**config.mk**
```make
export PLATFORM = sky130hd
export DESIGN_NAME = seq_divider_flat
export DESIGN_NICKNAME = d
export VERILOG_FILES = /design/src/rtl/seq_divider_pkg.sv /design/src/rtl/seq_divider_if.sv /design/src/rtl/seq_divider_step.sv /design/src/rtl/seq_divider.sv /design/src/flat_wrapper.sv
export SDC_FILE = /design/constraint.sdc
export NUM_CORES = 1
export LEC_CHECK = 0
export ABC_CLOCK_PERIOD_IN_PS = 9100
export BUFFER_PORTS_ARGS = -buffer_cell sky130_fd_sc_hd__buf_2
export CORE_MARGIN = 1
export CORE_UTILIZATION = 44
export CTS_CLUSTER_SIZE = 12
export DETAILED_ROUTE_END_ITERATION = 16
export PLACE_DENSITY = 0.75
export SKIP_LAST_GASP = 1
export SLEW_MARGIN = 30
export SYNTH_ARGS = -nofsm -noshare
export SYNTH_HDL_FRONTEND = slang
export SYNTH_HIERARCHICAL = 1
export SYNTH_SLANG_ARGS = --single-unit
```
**constraint.sdc**
```tcl
create_clock -name clk -period 9.1 [get_ports clk]
set_clock_uncertainty 0.15 [all_clocks]
set_input_delay 0.455 -clock clk [delete_from_list [all_inputs] [get_ports clk]]
set_output_delay 0.455 -clock clk [all_outputs]
set_load 0.02 [all_outputs]
```
**src/rtl/seq_divider_pkg.sv**
```systemverilog
// Shared definitions for the sequential restoring divider: default width,
// FSM state encoding and the divide-by-zero quotient value.
package seq_divider_pkg;

  localparam int unsigned DEF_WIDTH = 32;
  localparam int unsigned CNT_W     = 6;

  // Quotient returned for a zero divisor (all ones, as RISC-V DIV/DIVU)
  localparam logic [DEF_WIDTH-1:0] DIV0_QUOTIENT = '1;

  typedef enum logic [1:0] {
    IDLE = 2'd0,
    CALC = 2'd1,
    DONE = 2'd2
  } state_e;

endpackage

```
**src/rtl/seq_divider_if.sv**
```systemverilog
// Request/result bundle of the sequential divider; the requester drives the
// master side, the divider implements the slave side.
interface seq_divider_if
  import seq_divider_pkg::*;
#(
  parameter int unsigned WIDTH = DEF_WIDTH
);

  logic             start;
  logic             is_signed;
  logic [WIDTH-1:0] dividend;
  logic [WIDTH-1:0] divisor;
  logic             busy;
  logic             done;
  logic [WIDTH-1:0] quotient;
  logic [WIDTH-1:0] remainder;
  logic             div_zero;

  modport master (
    output start, is_signed, dividend, divisor,
    input  busy, done, quotient, remainder, div_zero
  );

  modport slave (
    input  start, is_signed, dividend, divisor,
    output busy, done, quotient, remainder, div_zero
  );

endinterface

```
**src/rtl/seq_divider_step.sv**
```systemverilog
// One restoring-division step: shift in the next dividend bit, trial-subtract
// the divisor and keep the difference when it does not borrow.
module div_step
  import seq_divider_pkg::*;
#(
  parameter int unsigned WIDTH = DEF_WIDTH
) (
  input  logic [WIDTH-1:0] rem_i,
  input  logic             bit_i,
  input  logic [WIDTH-1:0] dvsr_i,
  output logic [WIDTH-1:0] rem_o,
  output logic             q_o
);

  logic [WIDTH:0] shifted;
  logic [WIDTH:0] diff;
  logic           borrow;

  always_comb begin
    shifted        = {rem_i, bit_i};
    {borrow, diff} = {1'b0, shifted} - {2'b00, dvsr_i};
    q_o            = ~borrow;
    // A kept difference is always below the divisor, so it fits WIDTH bits
    rem_o          = WIDTH'(borrow ? shifted : diff);
  end

endmodule

```
**src/rtl/seq_divider.sv**
```systemverilog
// Sequential DIV/DIVU: operands latched on start, WIDTH restoring iterations,
// sign fix-up folded into the last iteration; results held until next start.
module seq_divider
  import seq_divider_pkg::*;
#(
  parameter int unsigned WIDTH = DEF_WIDTH
) (
  input  logic          clk,
  input  logic          reset,
  seq_divider_if.slave  bus
);

  state_e           state_q, state_d;
  logic [CNT_W-1:0] cnt_q, cnt_d;
  logic [WIDTH-1:0] rem_q, rem_d;
  logic [WIDTH-1:0] quo_q, quo_d;
  logic [WIDTH-1:0] dvsr_q, dvsr_d;
  logic [WIDTH-1:0] dvd_q, dvd_d;
  logic             negq_q, negq_d;
  logic             negr_q, negr_d;
  logic [WIDTH-1:0] quotient_q, quotient_d;
  logic [WIDTH-1:0] remainder_q, remainder_d;
  logic             div_zero_q, div_zero_d;

  logic [WIDTH-1:0] step_rem;
  logic             step_q;
  logic [WIDTH-1:0] q_final;
  logic             a_neg, b_neg;

  div_step #(.WIDTH(WIDTH)) u_step (
    .rem_i  (rem_q),
    .bit_i  (quo_q[WIDTH-1]),
    .dvsr_i (dvsr_q),
    .rem_o  (step_rem),
    .q_o    (step_q)
  );

  always_ff @(posedge clk) begin
    if (!reset) state_q <= IDLE;
    else        state_q <= state_d;
  end

  always_ff @(posedge clk) begin
    if (!reset) begin
      cnt_q       <= '0;
      rem_q       <= '0;
      quo_q       <= '0;
      dvsr_q      <= '0;
      dvd_q       <= '0;
      negq_q      <= 1'b0;
      negr_q      <= 1'b0;
      quotient_q  <= '0;
      remainder_q <= '0;
      div_zero_q  <= 1'b0;
    end else begin
      cnt_q       <= cnt_d;
      rem_q       <= rem_d;
      quo_q       <= quo_d;
      dvsr_q      <= dvsr_d;
      dvd_q       <= dvd_d;
      negq_q      <= negq_d;
      negr_q      <= negr_d;
      quotient_q  <= quotient_d;
      remainder_q <= remainder_d;
      div_zero_q  <= div_zero_d;
    end
  end

  always_comb begin
    state_d     = state_q;
    cnt_d       = cnt_q;
    rem_d       = rem_q;
    quo_d       = quo_q;
    dvsr_d      = dvsr_q;
    dvd_d       = dvd_q;
    negq_d      = negq_q;
    negr_d      = negr_q;
    quotient_d  = quotient_q;
    remainder_d = remainder_q;
    div_zero_d  = div_zero_q;

    a_neg   = bus.is_signed & bus.dividend[WIDTH-1];
    b_neg   = bus.is_signed & bus.divisor[WIDTH-1];
    q_final = {quo_q[WIDTH-2:0], step_q};

    case (state_q)
      IDLE: begin
        if (bus.start) begin
          // quo_q starts as the dividend magnitude and fills with quotient bits
          quo_d   = a_neg ? -bus.dividend : bus.dividend;
          dvsr_d  = b_neg ? -bus.divisor  : bus.divisor;
          rem_d   = '0;
          dvd_d   = bus.dividend;
          negq_d  = a_neg ^ b_neg;
          negr_d  = a_neg;
          cnt_d   = '0;
          state_d = CALC;
        end
      end
      CALC: begin
        if (dvsr_q == '0) begin
          quotient_d  = WIDTH'(signed'(DIV0_QUOTIENT));
          remainder_d = dvd_q;
          div_zero_d  = 1'b1;
          state_d     = DONE;
        end else begin
          rem_d = step_rem;
          quo_d = q_final;
          cnt_d = cnt_q + CNT_W'(1);
          if (cnt_q == CNT_W'(WIDTH - 1)) begin
            quotient_d  = negq_q ? -q_final  : q_final;
            remainder_d = negr_q ? -step_rem : step_rem;
            div_zero_d  = 1'b0;
            state_d     = DONE;
          end
        end
      end
      DONE:    state_d = IDLE;
      default: state_d = IDLE;
    endcase
  end

  assign bus.busy      = (state_q != IDLE);
  assign bus.done      = (state_q == DONE);
  assign bus.quotient  = quotient_q;
  assign bus.remainder = remainder_q;
  assign bus.div_zero  = div_zero_q;

endmodule
```
**src/flat_wrapper.sv**
```systemverilog
// flat-port wrapper written by rule: the top's interface ports become plain ports
module seq_divider_flat import seq_divider_pkg::*;
#(
  parameter int unsigned WIDTH = DEF_WIDTH
)
  (clk, reset, bus_start, bus_is_signed, bus_dividend, bus_divisor, bus_busy, bus_done, bus_quotient, bus_remainder, bus_div_zero);
  seq_divider_if #(.WIDTH(WIDTH)) bus_i ();
  input  logic clk;
  input  logic reset;
  input wire logic [$bits(bus_i.start)-1:0] bus_start;
  input wire logic [$bits(bus_i.is_signed)-1:0] bus_is_signed;
  input wire logic [$bits(bus_i.dividend)-1:0] bus_dividend;
  input wire logic [$bits(bus_i.divisor)-1:0] bus_divisor;
  output wire logic [$bits(bus_i.busy)-1:0] bus_busy;
  output wire logic [$bits(bus_i.done)-1:0] bus_done;
  output wire logic [$bits(bus_i.quotient)-1:0] bus_quotient;
  output wire logic [$bits(bus_i.remainder)-1:0] bus_remainder;
  output wire logic [$bits(bus_i.div_zero)-1:0] bus_div_zero;
  assign bus_i.start = bus_start;
  assign bus_i.is_signed = bus_is_signed;
  assign bus_i.dividend = bus_dividend;
  assign bus_i.divisor = bus_divisor;
  assign bus_busy = bus_i.busy;
  assign bus_done = bus_i.done;
  assign bus_quotient = bus_i.quotient;
  assign bus_remainder = bus_i.remainder;
  assign bus_div_zero = bus_i.div_zero;
  seq_divider #(.WIDTH(WIDTH)) u_core (.clk(clk), .reset(reset), .bus(bus_i));
endmodule
```
-- Word level (Yosys, flattened, before mapping)
Index checks and enable logic that the tools add are counted.
- register bits after elaboration: 203
- output and inout bits: 67
- $add $sub $neg: 6
- muxes and demuxes: 24
- reductions and logical operators: 9
- bitwise logic cells: 4
- equal/unequal tests: 6
- operators by type and width (operator ; count):
    $mux 32 ; 13
    $neg 32->32 ; 4
    $pmux 32 s2 ; 2
    $sub 33x32->34 ; 1
    $logic_not 32->1 ; 1
    $mux 6 ; 2
    $pmux 6 s2 ; 1
    $add 6x1->6 const B ; 1
    $eq 6x5->1 const B ; 1
    $mux 2 ; 3
    $reduce_and 2->1 ; 3
    $reduce_bool 2->1 ; 3
    $ne 2x2->1 const B ; 2
    $pmux 2 s2 ; 1
    $ne 3x1->1 const B ; 1
    $reduce_and 3->1 ; 1
    $and 1x1->1 ; 2
    $eq 2x1->1 const B ; 1
    $eq 2x2->1 const B ; 1
    $logic_not 2->1 ; 1
    $mux 1 ; 2
    $not 1->1 ; 1
    $xor 1x1->1 ; 1

-- Logic depth before layout (Yosys ltp)
Gate-level depths: netlist (run 1).
- depth in word-level cells: 6
- mapped depth: 21
- gate-level depth less buffers: 18

-- Hierarchy
The synthesis (run 1) kept the hierarchy.
- modules (own cells, without submodules) (module ; instances ; cells an instance ; area each (um2)):
    seq_divider ; 1 ; 1273 ; 10211.0
    div_step ; 1 ; 372 ; 2373.5

-- Worst setup path after synthesis (run 1)
OpenSTA, ideal clock, no wires.
- path kind: flip-flop to flip-flop
- start point: register u_core.dvsr_q[1]
- end point: register u_core.remainder_q[17], in the netlist u_core/bus.remainder[17]
- slack: 4.714 ns
- clock period less this slack: 4.386 ns
- arrival time: 4.109 ns
- cell stages (with the launch flop): 19
- setup time: 0.128 ns
- cells stage by stage: dfxtp_1 > inv_1 > ha_1 > nor2b_1 > o2111a_1 > o2111ai_2 > a311oi_2 > nor3_4 > inv_2 > buf_6 > mux2_4 > or4_1 > or4b_1 > clkbuf_1 > clkbuf_1 > o31ai_1 > xnor2_1 > a222oi_1 > nor2_1
- longest elaborated chain between the ends: 6
- elaborated cells on any way between the ends: 9
- classes of those cells: 2 x add/sub; 4 x mux; 3 x reduce/logical
- ends and longest elaborated chain (item ; line ; text):
    from (decl) ; seq_divider.sv:17 ; logic [WIDTH-1:0] dvsr_q, dvsr_d;
    from (signal assigned) ; seq_divider.sv:59 ; dvsr_q <= dvsr_d;
    $sub 33x32->34 ; seq_divider_step.sv:21 ; {borrow, diff} = {1'b0, shifted} - {2'b00, dvsr_i};
    $mux 32 ; seq_divider_step.sv:24 ; rem_o = WIDTH'(borrow ? shifted : diff);
    named net u_core.step_rem[15] ; seq_divider.sv:25 ; logic [WIDTH-1:0] step_rem;
    $neg 32->32 ; seq_divider.sv:112 ; remainder_d = negr_q ? -step_rem : step_rem;
    $mux 32 ; seq_divider.sv:112 ;
    $mux 32 ; seq_divider.sv:110 ; if (cnt_q == CNT_W'(WIDTH - 1)) begin
    $mux 32 ; seq_divider.sv:101 ; if (dvsr_q == '0) begin
    to (signal assigned) ; seq_divider.sv:64 ; remainder_q <= remainder_d;
    to (decl) ; seq_divider.sv:22 ; logic [WIDTH-1:0] remainder_q, remainder_d;
The timed path passes the listed nets, and every way through them passes these cells. The select of a mux whose other input is x is not followed.
A chain may end at the register's enable or synchronous reset.

-- Worst setup path after layout (run 1)
- start point: register u_core.dvsr_q[6]
- end point: register u_core.remainder_q[22], in the netlist u_core/bus.remainder[22]
The elaborated chain is that of the path after synthesis.

==> results.toml, run 1 <==
[synth]
synthDistinctLibCells = 89
synth_compound_area_frac = 0.276
synth-adder-area-share = 0.0384
yosys.area.top_type = "dfxtp_1"
netlist_top_cells_area = "dfxtp_1 (32%), a21oi_1 (6.9%), nand2_1 (6.7%), xnor2_1 (5.4%), xor2_1 (4.0%)"
ys_warn_count = 6
syn-instance-count = 1645
yosys.area_share.simple = 0.206
synth_top_family_by_area = "compound AO/OA/AOI/OAI gates"
yosys.area.top_type_share = 0.323
synth_xor_xnor_area_share = 0.0940
synth_edf_count = 0
synth-main-ff-cell = "dfxtp_1"
syn_nets = 1751
synth_area_per_cell_um2 = 7.65
yosys_register_bits = 203
synth_area_mm2 = 0.0126
synthArstFlopShare = 0
synth_mux_area_frac = 0.00547
yosysSeqAreaShare = 0.323

[die]
start_util = 0.451
core_area_mm2 = 0.0279
dieHeight_um = 171
rows = 61
boundaryPins = 135
die_w_um = 171
dieArea_mm2 = 0.0293

[sta]
finalSetupViolations = 0
setup_tns_ns = 0
rsz0062_at_grt = "no"
tightest_slew_ns = 1.04
slew-limit-headroom = 0.300
slew_violations = 0
post-route-period-util = 0.616
min_period_ns = 5.61
fmax_ghz = 0.178
hold_viol_final = 0

[clocking]
cts_tree = "built"
cts_hold_buf = 0
htreeDepth = 1
path_clk_slew_ns = 0.06
cts_buffer_depth = 3
cts_resized = 0
clock_sinks = 203
cts-root-buf = "clkbuf_16"
clock_latency_ns = 0.54
cts_setup_buffers = 0
cts_buffers = 24

[placement]
gp_congestion = 0.929
io_buffers = 134
place_area_mm2 = 0.0134
dp_hpwl_um = 27200

[route]
via_per_inst = 6.00
wl_um = 37800
drt_iter0_drc = 1338
drt-wirelength-per-cell_um = 18.0
drtPass1Iterations = 6
ant_nets = 0
vias = 12600
drcViolationCount = 0

[worst_setup_path]
arrival_ns = 5.84
cp_max_fo = 41
crit_type = "reg2reg"
crit_path_start_kind = "flip-flop"
max_stage_delay_ns = 0.75
cp_cell_sequence = "inv_1, ha_1, a21oi_1, o21ai_0, a21oi_1, a311oi_2, nor3_4, buf_4, inv_2, mux2_4, or4_1, or4b_1, o41ai_1, xnor2_1, a222oi_1, nor2_1"
cp_common_cell = "a21oi_1"
crit_path_top_delay_cell = "or4b_1"
cp.required_ns = 9.34
cp_top_family = "compound AO/OA/AOI/OAI gates"
path_buf_inv = 3
cp-end-kind = "flip-flop"

[job]
maxCapViolations = 0

[layout]
area_delta_synth_final_pct = 13.5
design_area_mm2 = 0.0143
drive_above_1_share = 0.140
n_antenna_cell = 0
mostFrequentLayoutCell = "nand2_1"
final_cell_mix = "nand2_1 (223), dfxtp_1 (201), a21oi_1 (172)"
fin_nets = 1815

[power_and_ir_drop]
power_density_mw_per_mm2 = 165
vdd_drop_max_uv = 150
clkPwrFrac = 0.407
p_seq_frac = 0.413
pwr-share-comb = 0.180
switching_share = 0.300
cellInternalPower_w = 0.00165
leakage_nw = 5.59
switchingPower_w = 0.000707

[global_route]
grt_pass1_vias = 11500
track_usage = 0.254
grt_first_pass_wirelength_um = 59800
gr-total-overflow = 0
grt_antenna_before_repair = 0
grt_max_degree = 84

[status]
outcome = "finished clean"

[min_path]
hp-class = "in2reg"
==> per-layer routing <==
metal  wire [µm]  GRT usage
met2       17200      0.414
met4         915     0.0804
met1       16800      0.348
met5           0          0
met3        2840     0.0315
==> cell families (layout without fill, tap and decap cells) <==
group                    count (synthesis)  in the layout
AO/OA/AOI/OAI                          536            536
XOR/XNOR                               135            135
adder cells (fa/ha/maj)                 38             38
buffers and inverters                  176            257
flip-flops                             203            203
multiplexers                             6              6
AND/OR/NAND/NOR                        551            551
==> flip-flops by register name, indices dropped and copies added (netlist names) <==
| name | count |
|---|---|
| u_core/cnt_q | 6 |
| u_core/negq_q | 1 |
| u_core/dvd_q | 32 |
| u_core/dvsr_q | 32 |
| u_core/negr_q | 1 |
| u_core/bus.quotient | 32 |
| u_core/state_q | 2 |
| u_core/quo_q | 32 |
| u_core/bus.remainder | 32 |
| u_core/bus.div_zero | 1 |
| u_core/rem_q | 32 |
==> cell usage after synthesis (all sizes together) (5+ instances only) <==
| master | count |
|---|---|
| o32ai | 6 |
| nor2b | 10 |
| clkbuf | 90 |
| or3 | 20 |
| and3 | 5 |
| nor3 | 27 |
| a211o | 7 |
| a22oi | 6 |
| inv | 62 |
| and2 | 7 |
| a222oi | 21 |
| xnor2 | 77 |
| nand4 | 11 |
| a21oi | 176 |
| nor3b | 5 |
| o21a | 6 |
| nor2 | 121 |
| nand2 | 223 |
| ha | 37 |
| or4 | 23 |
| a21o | 15 |
| a21boi | 14 |
| a211oi | 30 |
| buf | 24 |
| o211ai | 14 |
| o21ai | 130 |
| o41ai | 21 |
| nand2b | 5 |
| o31ai | 36 |
| nand3 | 57 |
| a31oi | 17 |
| xor2 | 58 |
| nor4 | 21 |
| dfxtp | 203 |
==> metrics by stage <==
step | worst slack, ns | total power (W) | hold WS, ns | util | cells
finish | 3.49 | 0.00236 | 0.0373 | 0.511 | 2104
CTS | 3.58 | 0.00236 | 0.0265 | 0.510 | 2103
global route | 3.09 | 0.00246 | 0.0501 | 0.511 | 2104
global placement | 3.81 | 0.00140 | 0.288 | 0.481 | 2060
floorplan | 4.71 | 0.00128 | 0.281 | - | 1645
detailed placement | 3.59 | 0.00140 | 0.295 | 0.481 | 2060
==> cell type report <==
class / instances / area (µm²)
repair buffers: 152 / 826
inverters: 62 / 234
multi-input cells: 1266 / 7880
flip-flops and latches: 203 / 4070
clock inverters: 7 / 97.6
well taps: 378 / 473
fillers: 2738 / 13700
clock buffers: 36 / 706
==> worst register-to-register path, cell delays in order, from the launching register on <==
cell      delay [ns]
dfxtp_1         0.37
inv_1           0.06
ha_1            0.34
a21oi_1         0.23
o21ai_0         0.15
a21oi_1         0.38
a311oi_2        0.20
nor3_4          0.38
buf_4           0.43
inv_2           0.24
mux2_4          0.36
or4_1           0.50
or4b_1          0.75
o41ai_1         0.51
xnor2_1         0.11
a222oi_1        0.23
nor2_1          0.06
==> power groups by stage <==
stage	Sequential, W	Clock [W]	Combinational [W]
global route	0.000978	0.00101	0.000464
finish	0.000973	0.000960	0.000424
floorplan	0.000974	0	0.000306
CTS	0.000971	0.000973	0.000416
global placement	0.000989	0	0.000408
detailed placement	0.000991	0	0.000413
==> worst paths after layout <==
check                           slack [ns]                          start                               endpoint  depth (start not counted)
worst max-delay path                  3.49  u_core/dvsr_q[6]$_SDFFE_PN0P_  u_core/bus.remainder[22]$_SDFFE_PN0P_                         16
worst min-delay path                  0.04                 bus_divisor[0]          u_core/dvsr_q[0]$_SDFFE_PN0P_                          3
worst max register to register        3.49  u_core/dvsr_q[6]$_SDFFE_PN0P_  u_core/bus.remainder[22]$_SDFFE_PN0P_                         16
worst min register to register        0.30   u_core/dvd_q[2]$_SDFFE_PN0P_           u_core/dvd_q[2]$_SDFFE_PN0P_                          2
Power figures use the tool's default switching activity.
==> inputs of run 2 (changes only) <==
--- a/config.mk
+++ b/config.mk
@@ -5,7 +5,7 @@
 export SDC_FILE = /design/constraint.sdc
 export NUM_CORES = 1
 export LEC_CHECK = 0
-export ABC_CLOCK_PERIOD_IN_PS = 9100
+export ABC_CLOCK_PERIOD_IN_PS = 5800
 export BUFFER_PORTS_ARGS = -buffer_cell sky130_fd_sc_hd__buf_2
 export CORE_MARGIN = 1
 export CORE_UTILIZATION = 44
==> constraint.sdc (replaced) <==
create_clock -name clk -period 5.8 [get_ports clk]
set_clock_uncertainty 0.15 [all_clocks]
set_input_delay 0.29 -clock clk [delete_from_list [all_inputs] [get_ports clk]]
set_output_delay 0.29 -clock clk [all_outputs]
set_load 0.02 [all_outputs]
==> results.toml, run 2 (same netlist as run 1, synthesis figures left out) <==
[worst_setup_path]
crit_path_top_delay_cell = "or4b_1"
cp_max_fo = 26
arrival_ns = 5.51
crit_path_start_kind = "flip-flop"
rrSetupSlack_ns = 0.55
cp_common_cell = "a21oi_1"
max_stage_delay_ns = 0.75
crit_type = "reg2reg"
cp.required_ns = 6.06
cp-end-kind = "flip-flop"
cp_cell_sequence = "inv_1, ha_1, a21oi_1, o21ai_0, a21oi_1, a311oi_2, nor3_4, inv_2, buf_4, mux2_2, or4_1, or4b_1, o41ai_1, xnor2_1, a222oi_1, nor2_1"

[route]
drcViolationCount = 0
vias = 13000
via_per_inst = 5.98
drt_iter0_drc = 1382
wl_um = 38800
drt-wirelength-per-cell_um = 17.9
drtPass1Iterations = 6
ant_nets = 0

[clocking]
clock_latency_ns = 0.53
cts_buffers = 23
cts_buffer_depth = 3
clock_sinks = 203
path_clk_slew_ns = 0.06
cts_tree = "built"
cts-root-buf = "clkbuf_16"
htreeDepth = 1

[global_route]
grt_busiest_layer = "met2"
grt_antenna_before_repair = 0
use_met3 = 0.0375
gr-total-overflow = 0
grt_first_pass_wirelength_um = 61100
grt_max_degree = 99
grt_pass1_vias = 12000
grtUsageMet1 = 0.340
track_usage = 0.258
grt_use_met2 = 0.430

[placement]
dp_hpwl_um = 27400
dpl_worst_slack_ns = 0.633
io_buffers = 134
gp_congestion = 0.896

[die]
boundaryPins = 135
start_util = 0.451
dieArea_mm2 = 0.0293
rows = 61
core_area_mm2 = 0.0279
dieHeight_um = 171
die_w_um = 171

[layout]
area_delta_synth_final_pct = 18.5
final_cell_mix = "nand2_1 (223), dfxtp_1 (201), a21oi_1 (172)"
fin_nets = 1883
n_antenna_cell = 0
mostFrequentLayoutCell = "nand2_1"
nFillCells = 2659
drive_above_1_share = 0.137

[sta]
setup_tns_ns = 0
rsz0062_at_grt = "no"
hold_viol_final = 0
slew_violations = 0
slew-limit-headroom = 0.360
min_period_ns = 5.25
finalSetupViolations = 0
post-route-period-util = 0.905
tightest_slew_ns = 0.952
fmax_ghz = 0.191
fin_ws_ns = 0.553

[job]
maxCapViolations = 0

[power_and_ir_drop]
vdd_drop_max_uv = 195
power_density_mw_per_mm2 = 251
leakage_nw = 5.88

[min_path]
hp-class = "in2reg"

[status]
outcome = "finished clean"
-- run 2: cell types whose count changed in the layout (fill, tap and decap cells not counted), sizes merged --
cell         previous run  this run
clkbuf                 36        33
clkinv                  5         3
dlygate4sd3             0        60
buf                   152       161
bufinv                  1         3
-- run 2: metal layers --
layer | part of all wire | wire length (µm) | up-vias
li1 | - | - | 6227
met1 | 0.43 | 16800 | 6115
met2 | 0.46 | 18000 | 548
met3 | 0.073 | 2830 | 91
met4 | 0.029 | 1130 | 0
met5 | 0 | 0 | -
-- run 2: final timing paths --
check / start / to / cells after the start
setup reg to reg: u_core/dvsr_q[6]$_SDFFE_PN0P_ / u_core/bus.remainder[22]$_SDFFE_PN0P_ / 16
setup / recovery: u_core/dvsr_q[6]$_SDFFE_PN0P_ / u_core/bus.remainder[22]$_SDFFE_PN0P_ / 16
hold reg to reg: u_core/dvd_q[1]$_SDFFE_PN0P_ / u_core/dvd_q[1]$_SDFFE_PN0P_ / 2
hold / removal: bus_divisor[19] / u_core/dvsr_q[19]$_SDFFE_PN0P_ / 3
-- run 2: cell type report --
cell class                 instances  area [µm²]  area share
inverter                          62         234      0.0157
clock inverter                     7         128     0.00856
multi-input combinational       1266        7870       0.528
clock buffer                      33         653      0.0438
timing repair buffer             221        1490       0.100
sequential                       203        4070       0.273
tap                              378         473      0.0317
-- run 2: what timing repair did --
action                                 in CTS  in global routing
setup buffers                               0                  0
hold buffers                               60                  0
resized for setup                           0                  0
endpoints found under the hold margin      61                  0
-- run 2: worst max-delay path, delay by kind of cell, from the launching register on --
kind,cells,cell delay [ns]
muxes,1,0.33
adders and majority gates,1,0.33
DFF,1,0.35
buffers and inverters,3,0.36
AOI/OAI and AO/OA,6,1.59
and+or+nand+nor,4,1.87
xor gates and xnor gates,1,0.14
-- run 2: power by group --
part	switching, W	internal (W)	total, W
registers	0.0000715	0.00145	0.00153
clock network	0.000601	0.000918	0.00152
logic	0.000433	0.000269	0.000702
-- run 2: through the flow --
stage | utilization | cell area (µm²) | cells | hold WS [ns] | power, W
floorplan | - | 12600 | 1645 | 0.276 | 0.00201
global placement | 0.483 | 13500 | 2069 | 0.289 | 0.00219
detailed placement | 0.483 | 13500 | 2069 | 0.294 | 0.00220
CTS | 0.533 | 14900 | 2169 | 0.00951 | 0.00375
global route | 0.534 | 14900 | 2170 | 0.0300 | 0.00390
finish | 0.534 | 14900 | 2170 | 0.0217 | 0.00375
==> inputs of run 3 (changes only) <==
--- a/config.mk
+++ b/config.mk
@@ -5,7 +5,7 @@
 export SDC_FILE = /design/constraint.sdc
 export NUM_CORES = 1
 export LEC_CHECK = 0
-export ABC_CLOCK_PERIOD_IN_PS = 5800
+export ABC_CLOCK_PERIOD_IN_PS = 5500
 export BUFFER_PORTS_ARGS = -buffer_cell sky130_fd_sc_hd__buf_2
 export CORE_MARGIN = 1
 export CORE_UTILIZATION = 44
@@ -16,5 +16,4 @@
 export SLEW_MARGIN = 30
 export SYNTH_ARGS = -nofsm -noshare
 export SYNTH_HDL_FRONTEND = slang
-export SYNTH_HIERARCHICAL = 1
 export SYNTH_SLANG_ARGS = --single-unit
==> constraint.sdc (replaced) <==
create_clock -name clk -period 5.5 [get_ports clk]
set_clock_uncertainty 0.15 [all_clocks]
set_input_delay 0.275 -clock clk [delete_from_list [all_inputs] [get_ports clk]]
set_output_delay 0.275 -clock clk [all_outputs]
set_load 0.02 [all_outputs]
==> results.toml, run 3 <==
[status]
outcome = "finished clean"

[sta]
slew_violations = 0
rsz0062_at_grt = "no"
tightest_slew_ns = 0.919
finalSetupViolations = 0
hold_viol_final = 0
fmax_ghz = 0.200
post-route-period-util = 0.911
setup_tns_ns = 0
slew-limit-headroom = 0.387
min_period_ns = 5.01

[clocking]
cts_resized = 0
htreeDepth = 1
path_clk_slew_ns = 0.06
cts-root-buf = "clkbuf_16"
cts_tree = "built"
cts_buffer_depth = 3
clock_sinks = 203
clock_latency_ns = 0.53
cts_buffers = 24

[min_path]
hp-class = "in2reg"

[die]
rows = 62
dieArea_mm2 = 0.0300
boundaryPins = 135
die_w_um = 173
core_area_mm2 = 0.0288
start_util = 0.449
dieHeight_um = 173

[synth]
synth-main-ff-cell = "dfxtp_1"
yosys.area.top_type_share = 0.315
syn-instance-count = 1760
netlist_top_cells_area = "dfxtp_1 (31%), nor2_1 (6.9%), a21oi_1 (6.8%), nand2_1 (6.2%), xor2_1 (6.1%)"
yosys_register_bits = 203
ys_warn_count = 0
syn_nets = 1866
synth_common_cells = "nor2_1 (237), nand2_1 (214), dfxtp_1 (203), a21oi_1 (176), o21ai_0 (108)"
synthArstFlopShare = 0
synthDistinctLibCells = 69
yosys.area.top_type = "dfxtp_1"
synth_area_per_cell_um2 = 7.34
synth_area_mm2 = 0.0129
synth_edf_count = 0
synth.most_common_cell = "nor2_1"
yosysSeqAreaShare = 0.315

[route]
vias = 13100
wl_um = 38000
drt_iter0_drc = 1075
drcViolationCount = 0
ant_nets = 0
drtPass1Iterations = 5
drt-wirelength-per-cell_um = 16.7
via_per_inst = 5.75

[worst_setup_path]
crit_type = "reg2reg"
rrSetupSlack_ns = 0.49
crit_start = "u_core.dvsr_q[26]$_SDFFE_PN0P_"
worstRegToRegCells = 18
cp-end-kind = "flip-flop"
crit_path_end = "u_core.bus.remainder[22]$_SDFFE_PN0P_"
reg2reg_from = "u_core.dvsr_q[26]$_SDFFE_PN0P_"
crit_path_top_delay_cell = "or4b_2"
cp.required_ns = 5.73
cp_max_fo = 24
max_stage_delay_ns = 0.70
cp_cell_sequence = "inv_1, ha_1, nand4_1, or4_1, a311o_1, nand3_4, buf_4, nand2_1, o21ai_0, ha_1, nand3b_1, mux2i_1, buf_4, o211ai_1, or4b_2, nand4_1, o31a_1, a21oi_1"
crit_path_start_kind = "flip-flop"
reg2reg_to = "u_core.bus.remainder[22]$_SDFFE_PN0P_"
arrival_ns = 5.24

[layout]
final_cell_mix = "nor2_1 (235), nand2_1 (213), dfxtp_1 (203)"
fin_nets = 1986
mostFrequentLayoutCell = "nor2_1"
n_antenna_cell = 0
area_delta_synth_final_pct = 17.7
multi_input_area_mm2 = 0.00822
final_util = 0.528
nFillCells = 2746
seqCellArea_mm2 = 0.00406
drive_above_1_share = 0.115

[power_and_ir_drop]
clkPwrFrac = 0.146
cellInternalPower_w = 0.00555
pwr-share-comb = 0.692
p_seq_frac = 0.163
leakage_nw = 6.05
switching_share = 0.507
vdd_drop_max_uv = 628
switchingPower_w = 0.00571
power_density_mw_per_mm2 = 741

[global_route]
grt_busiest_layer = "met2"
grt_antenna_before_repair = 0
grt_pass1_vias = 12100
gr-total-overflow = 0
grtUsageMet1 = 0.337
grt_use_met2 = 0.419
grt_max_degree = 94
use_met3 = 0.0272
grt_first_pass_wirelength_um = 61800
track_usage = 0.247

[job]
maxCapViolations = 0

[placement]
dp_hpwl_um = 27300
io_buffers = 134
gp_congestion = 0.922
## run 3: routing by layer
layer,wire length [µm],vias up
li1,-,6544
met1,17700,6150
met2,17900,357
met3,1730,48
met4,729,0
met5,0,-
## run 3: cell type report
class / count / share of cell area
Inverter: 60 / 0.0153
Tap cell: 384 / 0.0316
Timing Repair Buffer: 208 / 0.0914
Clock buffer: 33 / 0.0444
Sequential cell: 203 / 0.268
Clock inverter: 8 / 0.00857
Multi-Input combinational cell: 1383 / 0.541
## run 3: repair_timing
item                                    4_1_cts  5_1_grt
hold endpoints to repair                     57        0
hold buffers                                 57        0
buffers inserted                              0        0
endpoints found under the setup margin        0        0
## run 3: power groups by stage
stage,clock network [W],logic (W),registers (W)
global placement,0,0.00751,0.00184
finish,0.00164,0.00779,0.00183
CTS,0.00166,0.00770,0.00182
floorplan,0,0.00585,0.00178
detailed placement,0,0.00762,0.00185
global route,0.00171,0.00854,0.00185
## run 3: worst max-delay path, delay by kind of cell (launching register included)
| family | cells | cell delay (ns) |
|---|---|---|
| AO/OA/AOI/OAI | 5 | 0.93 |
| adder cells (fa/ha/maj) | 2 | 0.71 |
| buffers and inverters | 3 | 0.56 |
| flip-flops | 1 | 0.35 |
| multiplexers | 1 | 0.16 |
| AND/OR/NAND/NOR | 7 | 1.98 |
## run 3: worst min-delay path by stage
stage / startpoint / endpoint / cells past startpoint
5_1_grt: bus_divisor[27] / u_core.dvsr_q[27]$_SDFFE_PN0P_ / 3
2_1_floorplan: bus_dividend[1] / u_core.dvd_q[1]$_SDFFE_PN0P_ / 2
4_1_cts: bus_divisor[27] / u_core.dvsr_q[27]$_SDFFE_PN0P_ / 3
6_report: bus_divisor[27] / u_core.dvsr_q[27]$_SDFFE_PN0P_ / 3
3_3_place_gp: u_core.dvd_q[7]$_SDFFE_PN0P_ / u_core.dvd_q[7]$_SDFFE_PN0P_ / 2
3_5_place_dp: u_core.dvd_q[13]$_SDFFE_PN0P_ / u_core.dvd_q[13]$_SDFFE_PN0P_ / 2
## run 3: cells by family after synthesis
kind of cell               share of synthesized area
and+or+nand+nor                                0.234
AOI/OAI and AO/OA                              0.256
DFF                                            0.315
buffers and inverters                         0.0517
xor gates and xnor gates                      0.0868
adders and majority gates                     0.0374
muxes                                         0.0188
## run 3: stage by stage
| step | setup WS, ns | total power [W] | hold slack (ns) | area, µm² | instances |
|---|---|---|---|---|---|
| 2_1_floorplan | 0.479 | 0.00763 | 0.261 | 12900 | 1760 |
| 3_3_place_gp | 0.697 | 0.00935 | 0.292 | 13800 | 2180 |
| 3_5_place_dp | 0.569 | 0.00947 | 0.298 | 13800 | 2181 |
| 4_1_cts | 0.544 | 0.0112 | 0.0137 | 15200 | 2279 |
| 5_1_grt | 0.163 | 0.0121 | 0.0364 | 15200 | 2279 |
| 6_report | 0.489 | 0.0113 | 0.0157 | 15200 | 2279 |
